<file path="src/rtl/gray_ptr_rx.sv">
// gray_ptr_rx: synchronize a remote Gray pointer, decode it, report advance and multi-bit steps
module gray_ptr_rx #(
  parameter int WIDTH = 8,
  parameter int SYNC_STAGES = 2
) (
  input  logic             clk,
  input  logic             rst_n,
  input  logic [WIDTH-1:0] gray_in,
  input  logic             err_clr,
  output logic [WIDTH-1:0] gray_sync,
  output logic [WIDTH-1:0] bin_out,
  output logic [WIDTH-1:0] advance,
  output logic             update,
  output logic             err_multi,
  output logic             primed
);
  typedef enum logic {PRIME, TRACK} state_t;
  localparam int CW = $clog2(SYNC_STAGES + 1);
  logic [WIDTH-1:0] s [SYNC_STAGES];
  logic [WIDTH-1:0] dec, prev_gray, prev_nx, bin_nx, adv_nx;
  logic [CW-1:0] cnt, cnt_nx;
  logic upd_nx, err_nx;
  state_t state, state_nx;
  // plain flop chain, nothing between stages
  always_ff @(posedge clk) begin
    if (!rst_n) begin
      for (int k = 0; k < SYNC_STAGES; k++) s[k] <= '0;
    end else begin
      s[0] <= gray_in;
      for (int k = 1; k < SYNC_STAGES; k++) s[k] <= s[k-1];
    end
  end
  assign gray_sync = s[SYNC_STAGES-1];
  assign primed = state == TRACK;
  // binary bit i is the xor of all Gray bits at or above i
  always_comb begin
    dec = '0;
    for (int i = 0; i < WIDTH; i++) dec[i] = ^(gray_sync >> i);
  end
  // flush the chain while priming, then track changes of the synchronized pointer
  always_comb begin
    state_nx = state;
    cnt_nx = cnt;
    bin_nx = bin_out;
    adv_nx = '0;
    upd_nx = 1'b0;
    prev_nx = prev_gray;
    err_nx = err_multi & ~err_clr;
    if (state == PRIME) begin
      if (cnt == CW'(SYNC_STAGES)) begin
        bin_nx = dec;
        prev_nx = gray_sync;
        state_nx = TRACK;
      end else begin
        cnt_nx = cnt + 1'b1;
      end
    end else if (gray_sync != prev_gray) begin
      bin_nx = dec;
      adv_nx = dec - bin_out;
      upd_nx = 1'b1;
      prev_nx = gray_sync;
      err_nx = err_nx | ($countones(gray_sync ^ prev_gray) > 1);
    end
  end
  // state and output registers
  always_ff @(posedge clk) begin
    if (!rst_n) begin
      state <= PRIME;
      cnt <= '0;
      bin_out <= '0;
      advance <= '0;
      update <= 1'b0;
      prev_gray <= '0;
      err_multi <= 1'b0;
    end else begin
      state <= state_nx;
      cnt <= cnt_nx;
      bin_out <= bin_nx;
      advance <= adv_nx;
      update <= upd_nx;
      prev_gray <= prev_nx;
      err_multi <= err_nx;
    end
  end
endmodule

</file>
<file path="config.mk">
export PLATFORM = sky130hd
export DESIGN_NAME = gray_ptr_rx
export DESIGN_NICKNAME = d
export VERILOG_FILES = /design/src/rtl/gray_ptr_rx.sv
export SDC_FILE = /design/constraint.sdc
export NUM_CORES = 1
export LEC_CHECK = 0
export ABC_AREA = 1
export CORE_ASPECT_RATIO = 2
export CORE_UTILIZATION = 49
export CTS_CLUSTER_DIAMETER = 120
export DETAILED_ROUTE_END_ITERATION = 16
export GPL_ROUTABILITY_DRIVEN = 0
export PLACE_DENSITY = 0.76
export SLEW_MARGIN = 10
export SYNTH_ARGS = -nofsm -noshare
export SYNTH_HDL_FRONTEND = slang
export SYNTH_SLANG_ARGS = --single-unit
export TNS_END_PERCENT = 100
</file>
<file path="constraint.sdc">
create_clock -name clk -period 2.9 [get_ports clk]
set_input_delay 0.435 -clock clk [delete_from_list [all_inputs] [get_ports clk]]
set_output_delay 0.435 -clock clk [all_outputs]
set_load 0.005 [all_outputs]
</file>
==> impl_metrics.json <==
{
  "status": "finished with violations",
  "failed_checks": "setup timing",
  "crit_family": "adder cells",
  "cp-end-kind": "flip-flop",
  "post-place-cells": 436,
  "r2r-start": "prev_gray[0]",
  "p_per_area_nw_per_um2": 970,
  "fin_crit_sh": 1.06,
  "path_common_cell": "fa_1",
  "grt_pass1_wl_mm": 8.73,
  "vias": 2160,
  "rsz0062_at_grt": "true",
  "post-dp-hpwl_mm": 3.87,
  "critical_path.slowest_cell": "fa_1",
  "remaining_drc_errors": 0,
  "crit_chain": "xnor2_4 -> fa_1 -> fa_1 -> fa_1 -> inv_1 -> ha_2 -> inv_2 -> fa_2 -> nand4_1 -> nand2_1 -> o21ai_1",
  "overflow": 0,
  "dp_slack_ns": -0.277,
  "finalWirelength_mm": 5.17,
  "drive_gt1_frac": 0.160,
  "path_max_fanout": 2,
  "hp-start": "s[0][1]",
  "insertion_delay_ns": 0.31,
  "fin_cells": 444,
  "timing.fmax_ghz": 0.324,
  "ctsHoldBuffers": 0,
  "die_w_um": 53.1,
  "area_growth_pct": 19.5,
  "hold_viol": 0,
  "clockPowerShare": 0.160,
  "ir_worst_vdd_mv": 0.647,
  "ys_seq_area_frac": 0.344,
  "ys_ff_latch": 44,
  "synth_warnings": 0,
  "worstPathRequired_ns": 3.11,
  "setup_viol": 1,
  "path_clk_slew_ns": 0.09,
  "cts_buffer_depth": 2,
  "worst_slack_ns": -0.182,
  "worstSetupStartpointType": "flip-flop",
  "grt.total_usage": 0.217,
  "coreArea_um2": 4950,
  "grt_max_degree": 28,
  "p_switching_mw": 1.24,
  "io_buffers": 37,
  "die_y_um": 104,
  "crit_arrival_ns": 3.29,
  "crit_buf_inv": 2,
  "root_buffer": "clkbuf_8",
  "p_leak_nw": 1.61,
  "die_area_um2": 5530,
  "netlist_area_um2": 2560,
  "yosysUniqueCellTypes": 33,
  "synth-edff-count": 0,
  "grt_antenna_before_repair": 0,
  "p_seq_frac": 0.286,
  "first_pass_iters": 4,
  "antenna_cells": 0,
  "start_util": 0.516,
  "netlist_instances": 352,
  "ios": 38,
  "combPwrFrac": 0.555,
  "final_nets": 414,
  "synth_ff_type": "dfxtp_1",
  "wl_per_cell_um": 11.6,
  "hold_slack_ns": 0.413,
  "synth-async-reset-ratio": 0,
  "cts_tree": "done",
  "fill_cells": 463,
  "critical_path.startpoint": "prev_gray[0]",
  "syn_avg_cell_area_um2": 7.27,
  "cts.sinks": 44,
  "swShare": 0.418,
  "worst-setup-path-type": "reg2reg",
  "worst_pin_slew_ns": 0.683,
  "fin_crit_ns": 3.08,
  "skew_ns": 0.00554,
  "grt_pass1_vias": 2028,
  "drv_cap": 0,
  "max-slew-margin-rel": 0.544,
  "first_iter_violations": 48,
  "final_max_slew_viol_count": 0,
  "intPower_mw": 1.73,
  "cts_buffers": 5,
  "viasPerCell": 4.86,
  "ant_nets": 0,
  "synthesis.nets": 380,
  "cpPeakStageDelay_ns": 0.59,
  "htreeDepth": 2,
  "rows": 36,
  "hp-class": "reg2reg"
}
[worst paths after layout]
kind                                   to  slack, ns  cells past startpoint
worst max register to register  err_multi      -0.18                     11
worst min register to register    s[0][9]       0.41                      2
worst max-delay path            err_multi      -0.18                     11
worst min-delay path              s[0][9]       0.41                      2
[power groups by stage]
| stage | sequential [mW] | combinational, mW | clock (mW) |
|---|---|---|---|
| final | 0.847 | 1.64 | 0.474 |
| after CTS | 0.839 | 1.64 | 0.492 |
| after detailed placement | 0.848 | 1.59 | 0 |
| after global routing | 0.861 | 1.87 | 0.515 |
| after global placement | 0.841 | 1.53 | 0 |
| after floorplan | 0.840 | 1.21 | 0 |
[layout make-up]
type                            count  area (µm²)  share of cell area
Clock buffer                        5        68.8              0.0225
Tap cell                           57        71.3              0.0233
Sequential cell                    44         887               0.290
Multi-Input combinational cell    222        1300               0.426
Inverter                           68         255              0.0835
Timing Repair Buffer               45         430               0.141
Clock inverter                      3        42.5              0.0139
[per-layer routing]
metal,up-vias,routed length [µm],GRT usage
li1,1110,-,-
met1,987,1970,0.218
met2,49,2820,0.382
met3,14,168,0.0439
met4,0,211,0.130
met5,-,0,0
[state kept, by name (all words and copies together) (netlist names)]
register and cells:
advance 8, bin_out 8, s 16, err_multi 1, primed 1, prev_gray 7, cnt 2, update 1
[stage by stage]
| stage | setup TNS [ns] | cell area [µm²] | util | power (mW) |
|---|---|---|---|---|
| 5_1_grt | -0.238 | 3060 | 0.617 | 3.24 |
| 2_1_floorplan | -0.0744 | 2560 | - | 2.05 |
| 6_report | -0.182 | 3060 | 0.617 | 2.97 |
| 3_5_place_dp | -0.277 | 2910 | 0.587 | 2.44 |
| 3_3_place_gp | -0.151 | 2910 | 0.587 | 2.37 |
| 4_1_cts | -0.200 | 3040 | 0.613 | 2.97 |
[what timing repair did]
action | 4_1_cts | 5_1_grt
pin swaps | 0 | 1
hold endpoints to repair | 0 | 0
setup buffers | 0 | 0
setup endpoints to repair | 1 | 1
gates resized for setup | 4 | 7
[cell usage after synthesis, drive strengths merged (3+ instances only)]
cell type,n,area (µm²)
nand4,3,18.8
ha,12,150
nand2,105,424
xor2,4,35.0
dfxtp,44,881
inv,68,255
clkbuf,3,21.3
nor2,42,190
fa,5,100
a21oi,10,50.1
buf,15,131
o21ai,4,20.0
xnor2,4,35.0
nand3,27,205
[worst min-delay path, stage by stage, from the launching register on]
cell and delay (ns):
dfxtp_1 0.30, nand2_1 0.05, inv_1 0.03
[kinds of logic (layout without fill, tap and decap cells)]
family,after synthesis,count (layout),synth area share
compound gates,17,17,0.0367
xor+xnor,8,8,0.0274
flops,44,44,0.344
fa+ha+maj,17,17,0.0978
simple gates,180,180,0.334
buf+inv,86,121,0.159
[layout by cell type, fill, tap and decap left out, types with 2 or more instances in the layout]
master,count
nand2_1,97
inv_1,61
dfxtp_1,39
clkdlybuf4s50_1,37
nor2_1,33
nand3_1,16
ha_1,11
a21oi_1,10
nand3_2,9
buf_4,8
inv_2,7
nor2_2,7
nand2_2,6
clkbuf_8,5
dfxtp_2,5
xor2_1,4
fa_1,4
nand4_1,3
o21ai_0,3
xnor2_1,2
nor2_4,2
nand3_4,2
nand2_4,2
No activity file was read; power rests on OpenSTA's default activity.
